<file path="config.mk">
export PLATFORM = sky130hd
export DESIGN_NAME = tinker_hazard_unit
export DESIGN_NICKNAME = d
export VERILOG_FILES = /design/src/rtl/tinker_hazard_unit.sv
export SDC_FILE = /design/constraint.sdc
export NUM_CORES = 1
export LEC_CHECK = 0
export ABC_AREA = 1
export CORE_UTILIZATION = 45
export DETAILED_ROUTE_END_ITERATION = 12
export MAX_ROUTING_LAYER = met4
export PLACE_DENSITY = 0.67
export SYNTH_ARGS = -nofsm -noshare
export SYNTH_HDL_FRONTEND = slang
export SYNTH_SLANG_ARGS = --single-unit
</file>
<file path="constraint.sdc">
create_clock -name clk -period 2.5 [get_ports clk]
set_input_delay 0.5 -clock clk [delete_from_list [all_inputs] [get_ports clk]]
set_output_delay 0.5 -clock clk [all_outputs]
set_load 0.005 [all_outputs]
</file>
<file path="src/rtl/tinker_hazard_unit.sv">
// Hazard and forwarding controller for the pipelined Tinker core.
// Tracks in-flight register writes in a DEPTH-entry shifting scoreboard
// (entry 0 = EX, entry DEPTH-1 = last stage before register-file commit)
// and produces issue/stall/flush decisions plus forwarding selects for ID.
module tinker_hazard_unit #(
  parameter int ADDR_W     = 5,
  parameter int DEPTH      = 3,
  parameter int LOAD_READY = 1,
  parameter int SEL_W      = $clog2(DEPTH + 1),
  parameter int CNT_W      = 32
) (
  input  logic              clk,
  input  logic              reset,
  input  logic              id_valid,
  input  logic [ADDR_W-1:0] id_rs,
  input  logic [ADDR_W-1:0] id_rt,
  input  logic [ADDR_W-1:0] id_rd,
  input  logic              id_uses_rs,
  input  logic              id_uses_rt,
  input  logic              id_uses_rd,
  input  logic              id_writes_rd,
  input  logic              id_is_load,
  input  logic              ex_redirect,
  input  logic              ext_stall,
  output logic              issue,
  output logic              stall_front,
  output logic              flush_front,
  output logic [SEL_W-1:0]  fwd_rs_sel,
  output logic [SEL_W-1:0]  fwd_rt_sel,
  output logic [SEL_W-1:0]  fwd_rd_sel,
  output logic [SEL_W-1:0]  inflight,
  output logic [CNT_W-1:0]  stall_cycles
);

  // Scoreboard: one {v, rd, ld} record per pipeline stage
  logic [DEPTH-1:0]             v_q, v_d;
  logic [DEPTH-1:0]             ld_q, ld_d;
  logic [DEPTH-1:0][ADDR_W-1:0] rd_q, rd_d;
  logic [CNT_W-1:0]             stall_cnt_q, stall_cnt_d;

  // Per-entry operand match and "load data not ready yet" flags
  logic [DEPTH-1:0] rs_hit, rt_hit, rd_hit, early_ld;

  logic             issue_c, stall_c, flush_c, hazard_c;
  logic             rs_haz, rt_haz, rd_haz;
  logic [SEL_W-1:0] rs_sel, rt_sel, rd_sel, inflight_c;

  genvar gi;
  generate
    for (gi = 0; gi < DEPTH; gi++) begin : g_entry
      assign rs_hit[gi]   = id_uses_rs & v_q[gi] & (rd_q[gi] == id_rs);
      assign rt_hit[gi]   = id_uses_rt & v_q[gi] & (rd_q[gi] == id_rt);
      assign rd_hit[gi]   = id_uses_rd & v_q[gi] & (rd_q[gi] == id_rd);
      assign early_ld[gi] = ld_q[gi] & (gi < LOAD_READY);

      // Entry 0 takes the issuing instruction (or a bubble); the rest shift
      if (gi == 0) begin : g_head
        assign v_d[gi]  = issue_c & id_writes_rd;
        assign ld_d[gi] = issue_c & id_is_load;
        assign rd_d[gi] = issue_c ? id_rd : '0;
      end else begin : g_tail
        assign v_d[gi]  = v_q[gi-1];
        assign ld_d[gi] = ld_q[gi-1];
        assign rd_d[gi] = rd_q[gi-1];
      end
    end
  endgenerate

  // Youngest producer wins: scan oldest-to-youngest so lower indices override
  always_comb begin
    rs_sel = '0;
    rt_sel = '0;
    rd_sel = '0;
    rs_haz = 1'b0;
    rt_haz = 1'b0;
    rd_haz = 1'b0;
    for (int i = DEPTH - 1; i >= 0; i--) begin
      if (rs_hit[i]) begin
        rs_sel = SEL_W'(i + 1);
        rs_haz = early_ld[i];
      end
      if (rt_hit[i]) begin
        rt_sel = SEL_W'(i + 1);
        rt_haz = early_ld[i];
      end
      if (rd_hit[i]) begin
        rd_sel = SEL_W'(i + 1);
        rd_haz = early_ld[i];
      end
    end
  end

  // Issue decision: memory freeze > redirect flush > load-use stall > issue
  always_comb begin
    hazard_c = id_valid & (rs_haz | rt_haz | rd_haz);
    issue_c  = 1'b0;
    stall_c  = 1'b0;
    flush_c  = 1'b0;
    if (ext_stall) begin
      stall_c = 1'b1;
    end else if (ex_redirect) begin
      flush_c = 1'b1;
    end else if (hazard_c) begin
      stall_c = 1'b1;
    end else begin
      issue_c = id_valid;
    end
  end

  // Count valid scoreboard entries
  always_comb begin
    inflight_c = '0;
    for (int i = 0; i < DEPTH; i++) begin
      inflight_c = inflight_c + SEL_W'(v_q[i]);
    end
  end

  // Saturating front-end stall counter
  always_comb begin
    stall_cnt_d = stall_cnt_q;
    if (stall_c && !flush_c && (stall_cnt_q != '1)) begin
      stall_cnt_d = stall_cnt_q + 1'b1;
    end
  end

  // Scoreboard advances unless memory freezes the whole pipeline
  always_ff @(posedge clk or posedge reset) begin
    if (reset) begin
      v_q  <= '0;
      ld_q <= '0;
      rd_q <= '0;
    end else if (!ext_stall) begin
      v_q  <= v_d;
      ld_q <= ld_d;
      rd_q <= rd_d;
    end
  end

  // Stall counter register
  always_ff @(posedge clk or posedge reset) begin
    if (reset) begin
      stall_cnt_q <= '0;
    end else begin
      stall_cnt_q <= stall_cnt_d;
    end
  end

  // Combinational outputs are held at zero while reset is asserted
  assign issue        = ~reset & issue_c;
  assign stall_front  = ~reset & stall_c;
  assign flush_front  = ~reset & flush_c;
  assign fwd_rs_sel   = reset ? '0 : rs_sel;
  assign fwd_rt_sel   = reset ? '0 : rt_sel;
  assign fwd_rd_sel   = reset ? '0 : rd_sel;
  assign inflight     = reset ? '0 : inflight_c;
  assign stall_cycles = stall_cnt_q;

endmodule

</file>
==> metrics.md <==
| Metric | Value |
|---|---|
| Outcome | `finished clean` |
| Routed Antenna Nets | `0` |
| Largest cells by area after synthesis | `dfrtp_1 35%, nand2_1 20%, nand3_1 7.5%, inv_1 6.8%, nor2_1 5.5%` |
| Largest net degree at the start of global routing | `52` |
| Initial Utilization | `46.8%` |
| Synth Cell Area | `3650 µm²` |
| Post-synth ARST share | `100%` |
| TritonRoute pass-1 iters | `6` |
| Internal Pwr Total | `1310 µW` |
| Synth warnings | `0` |
| Logic pwr share | `23.5%` |
| # diodes | `0` |
| Hold Path Class | `reg -> reg` |
| Pwr Total | `1960 µW` |
| Die footprint | `8480 µm²` |
| Fillers | `765` |
| Clk Latency, worst-skew pair | `0.31 ns` |
| Nets | `683` |
| # IOs | `68` |
| Vias in the first global route | `3,634` |
| DP Wirelength | `9.03 mm` |
| Slew @ Worst Pin | `0.677 ns` |
| Flop pwr share | `50.1%` |
| DR WL/cell | `15.3 µm` |
| RSZ-0062 raised after global routing | `false` |
| Worst clock skew | `0.0128 ns` |
| Cell taking the most area after synthesis | `dfrtp_1` |
| Main synth FF type | `dfrtp_1` |
| Layout cell share with drive strength beyond 1 | `11.4%` |
| Site Rows | `32` |
| Maximum fanout along the worst path | `5` |
| R2R Path Start | `stall_cycles[0]$_DFFE_PP0P_` |
| Final core utilization | `61.3%` |
| Total clock buffers created by CTS | `5` |
| Slew Viols, Final | `0` |
| Worst EP required | `2.00 ns` |
| Tot GR Track Use | `29.1%` |
| Clk pwr share | `26.4%` |
| Synth top area share | `34.9%` |
| Max Fclk | `408 MHz` |
| Syn Area/Cell | `6.55 µm²` |
| CP arrival | `1.95 ns` |
| First-pass GRT wire length | `18.7 mm` |
| Vias/cell | `5.29` |
| H-Tree Level Count | `2` |
| Post-synth top cells | `197 x nand2_1, 66 x inv_1, 55 x nand3_1` |
| CP startpoint | `v_q[0]$_DFFE_PP0N_` |
| Max Root-Sink Buffers | `2` |
| Syn-to-layout area delta | `30.9%` |
| Slew margin rel. | `54.9%` |
| Post-synth EDFFs | `0` |
| Die Ht | `92.1 µm` |
| Register area share after synthesis | `34.9%` |
| Routability cong. | `0.978` |
| IO buf count | `67` |
| CTS clock-pin slew for the worst setup and hold paths | `0.10 ns` |
| Initial antenna violation count | `0` |
| Flops & latches, synth | `51` |
| Switch Pwr | `651 µW` |
| Syn_nets | `585` |
| Die Wd | `92.1 µm` |
| Clock Sinks | `51` |
| Iteration-0 DRC Markers | `259` |
| Switching share of power | `33.2%` |
| Root Driver | `clkbuf_8` |
| Tmin final | `2.45 ns` |
| Final WL | `11.6 mm` |
| Power density over cell area | `410 nW/µm²` |
| Total of max-cap violations | `0` |
| Cells after Synth | `558` |
| Setup Viol. Count Final | `0` |
| VDD IR max | `327 µV` |
| Total grt overflow | `0` |
| Via count | `4,012` |
| Most frequent cell after synthesis | `nand2_1` |
| Period utilisation layout | `97.9%` |
| Leakage | `0.00237 µW` |
| Post-cts hold buffer count | `0` |
| Core area | `7810 µm²` |
| Worst setup path class | `reg -> out` |
| CP Capture Type | `output pin` |
| Final hold violation count | `0` |
| Crit path launch type | `register` |
| Hold Startpoint | `rd_q[14]$_DFFE_PP0N_` |
| DRC | `0` |
| CTS tree | `yes` |
| Netlist cell types | `29` |
[sequential cells by signal, indices dropped and copies added, names as in the netlist]
register	flops
rd_q	5
stall_cycles	32
ld_q	1
v_q	3
rd_d	10
[metrics by stage]
step | instance area [µm²] | hold slack [ns] | TNS (ns) | worst slack [ns] | std cells
4_1_cts | 4770 | 0.506 | -0.00410 | -0.00410 | 758
2_1_floorplan | 3650 | 0.453 | 0 | 0.136 | 558
3_3_place_gp | 4670 | 0.470 | -6.42 | -0.386 | 750
6_report | 4780 | 0.497 | 0 | 0.0519 | 759
3_5_place_dp | 4670 | 0.482 | -6.99 | -0.414 | 750
5_1_grt | 4780 | 0.517 | 0 | 0.00141 | 759
[worst paths after layout]
check                                                    end  slack (ns)  depth (start not counted)
worst max-delay path                             inflight[0]        0.05                          4
min in group asynchronous               rd_q[10]$_DFFE_PP0N_        0.61                          3
worst min register to register          rd_q[14]$_DFFE_PP0N_        0.50                          2
max in group asynchronous                 v_q[1]$_DFFE_PP0N_        1.39                          3
worst max register to register  stall_cycles[28]$_DFFE_PP0P_        0.37                         11
worst min-delay path                    rd_q[14]$_DFFE_PP0N_        0.50                          2
[area by class of cell]
cell class	instances	area, µm²	area share [%]
Inverter	68	255	5.34
Tap cell	102	128	2.67
Sequential cell	51	1280	26.7
Clock buffer	5	68.8	1.44
Clock inverter	3	27.5	0.575
Timing Repair Buffer	105	950	19.9
Multi-Input combinational cell	425	2080	43.4
[power by group through the flow]
| stage | registers [µW] | logic (µW) | clock network (µW) |
|---|---|---|---|
| 6_report | 982 | 460 | 518 |
| 5_1_grt | 990 | 508 | 559 |
| 4_1_cts | 981 | 457 | 530 |
| 3_5_place_dp | 996 | 459 | 0 |
| 3_3_place_gp | 992 | 448 | 0 |
| 2_1_floorplan | 967 | 228 | 0 |
[cells by family after synthesis]
logic type	count (synthesis)	share of synthesized area [%]
AOI/OAI and AO/OA	59	9.14
xor gates and xnor gates	29	6.95
adders and majority gates	2	0.890
buffers and inverters	82	9.25
DFF	51	34.9
and+or+nand+nor	335	38.8
[routing by layer]
layer	track usage [%]	wire (µm)	up-vias
li1	-	-	1981
met1	42.8	5640	1853
met2	42.3	5080	161
met3	3.57	701	17
met4	7.16	187	0
met5	-	0	-
[placed cells by master (no fill, tap or decap), types with 2 or more instances in the layout]
master / count
o21ai_0: 14
o21ai_1: 3
nand2_1: 197
dfrtp_1: 49
o22ai_1: 22
nor2_4: 2
a21oi_2: 5
xnor2_1: 7
dlygate4sd2_1: 13
inv_1: 62
inv_2: 6
buf_12: 2
clkdlybuf4s50_1: 44
dfrtp_2: 2
buf_4: 36
nand4_1: 7
xor2_1: 22
nor2_1: 53
nand3_2: 4
nor3_1: 12
nor2_2: 2
a21oi_1: 11
o211ai_1: 3
clkbuf_2: 4
dlymetal6s2s_1: 4
nand3_1: 52
clkbuf_8: 5
[critical path, cell delays in order, from the launching register on]
cell	delay (ns)
dfrtp_1	0.48
fa_1	0.53
inv_1	0.04
nor2_1	0.07
clkdlybuf4s50_1	0.52
[repair_timing]
item	CTS	global route
pin swaps	3	9
buffers inserted	0	1
endpoints found under the setup margin	8	10
gates resized for setup	30	22
Power figures use the tool's default switching activity.
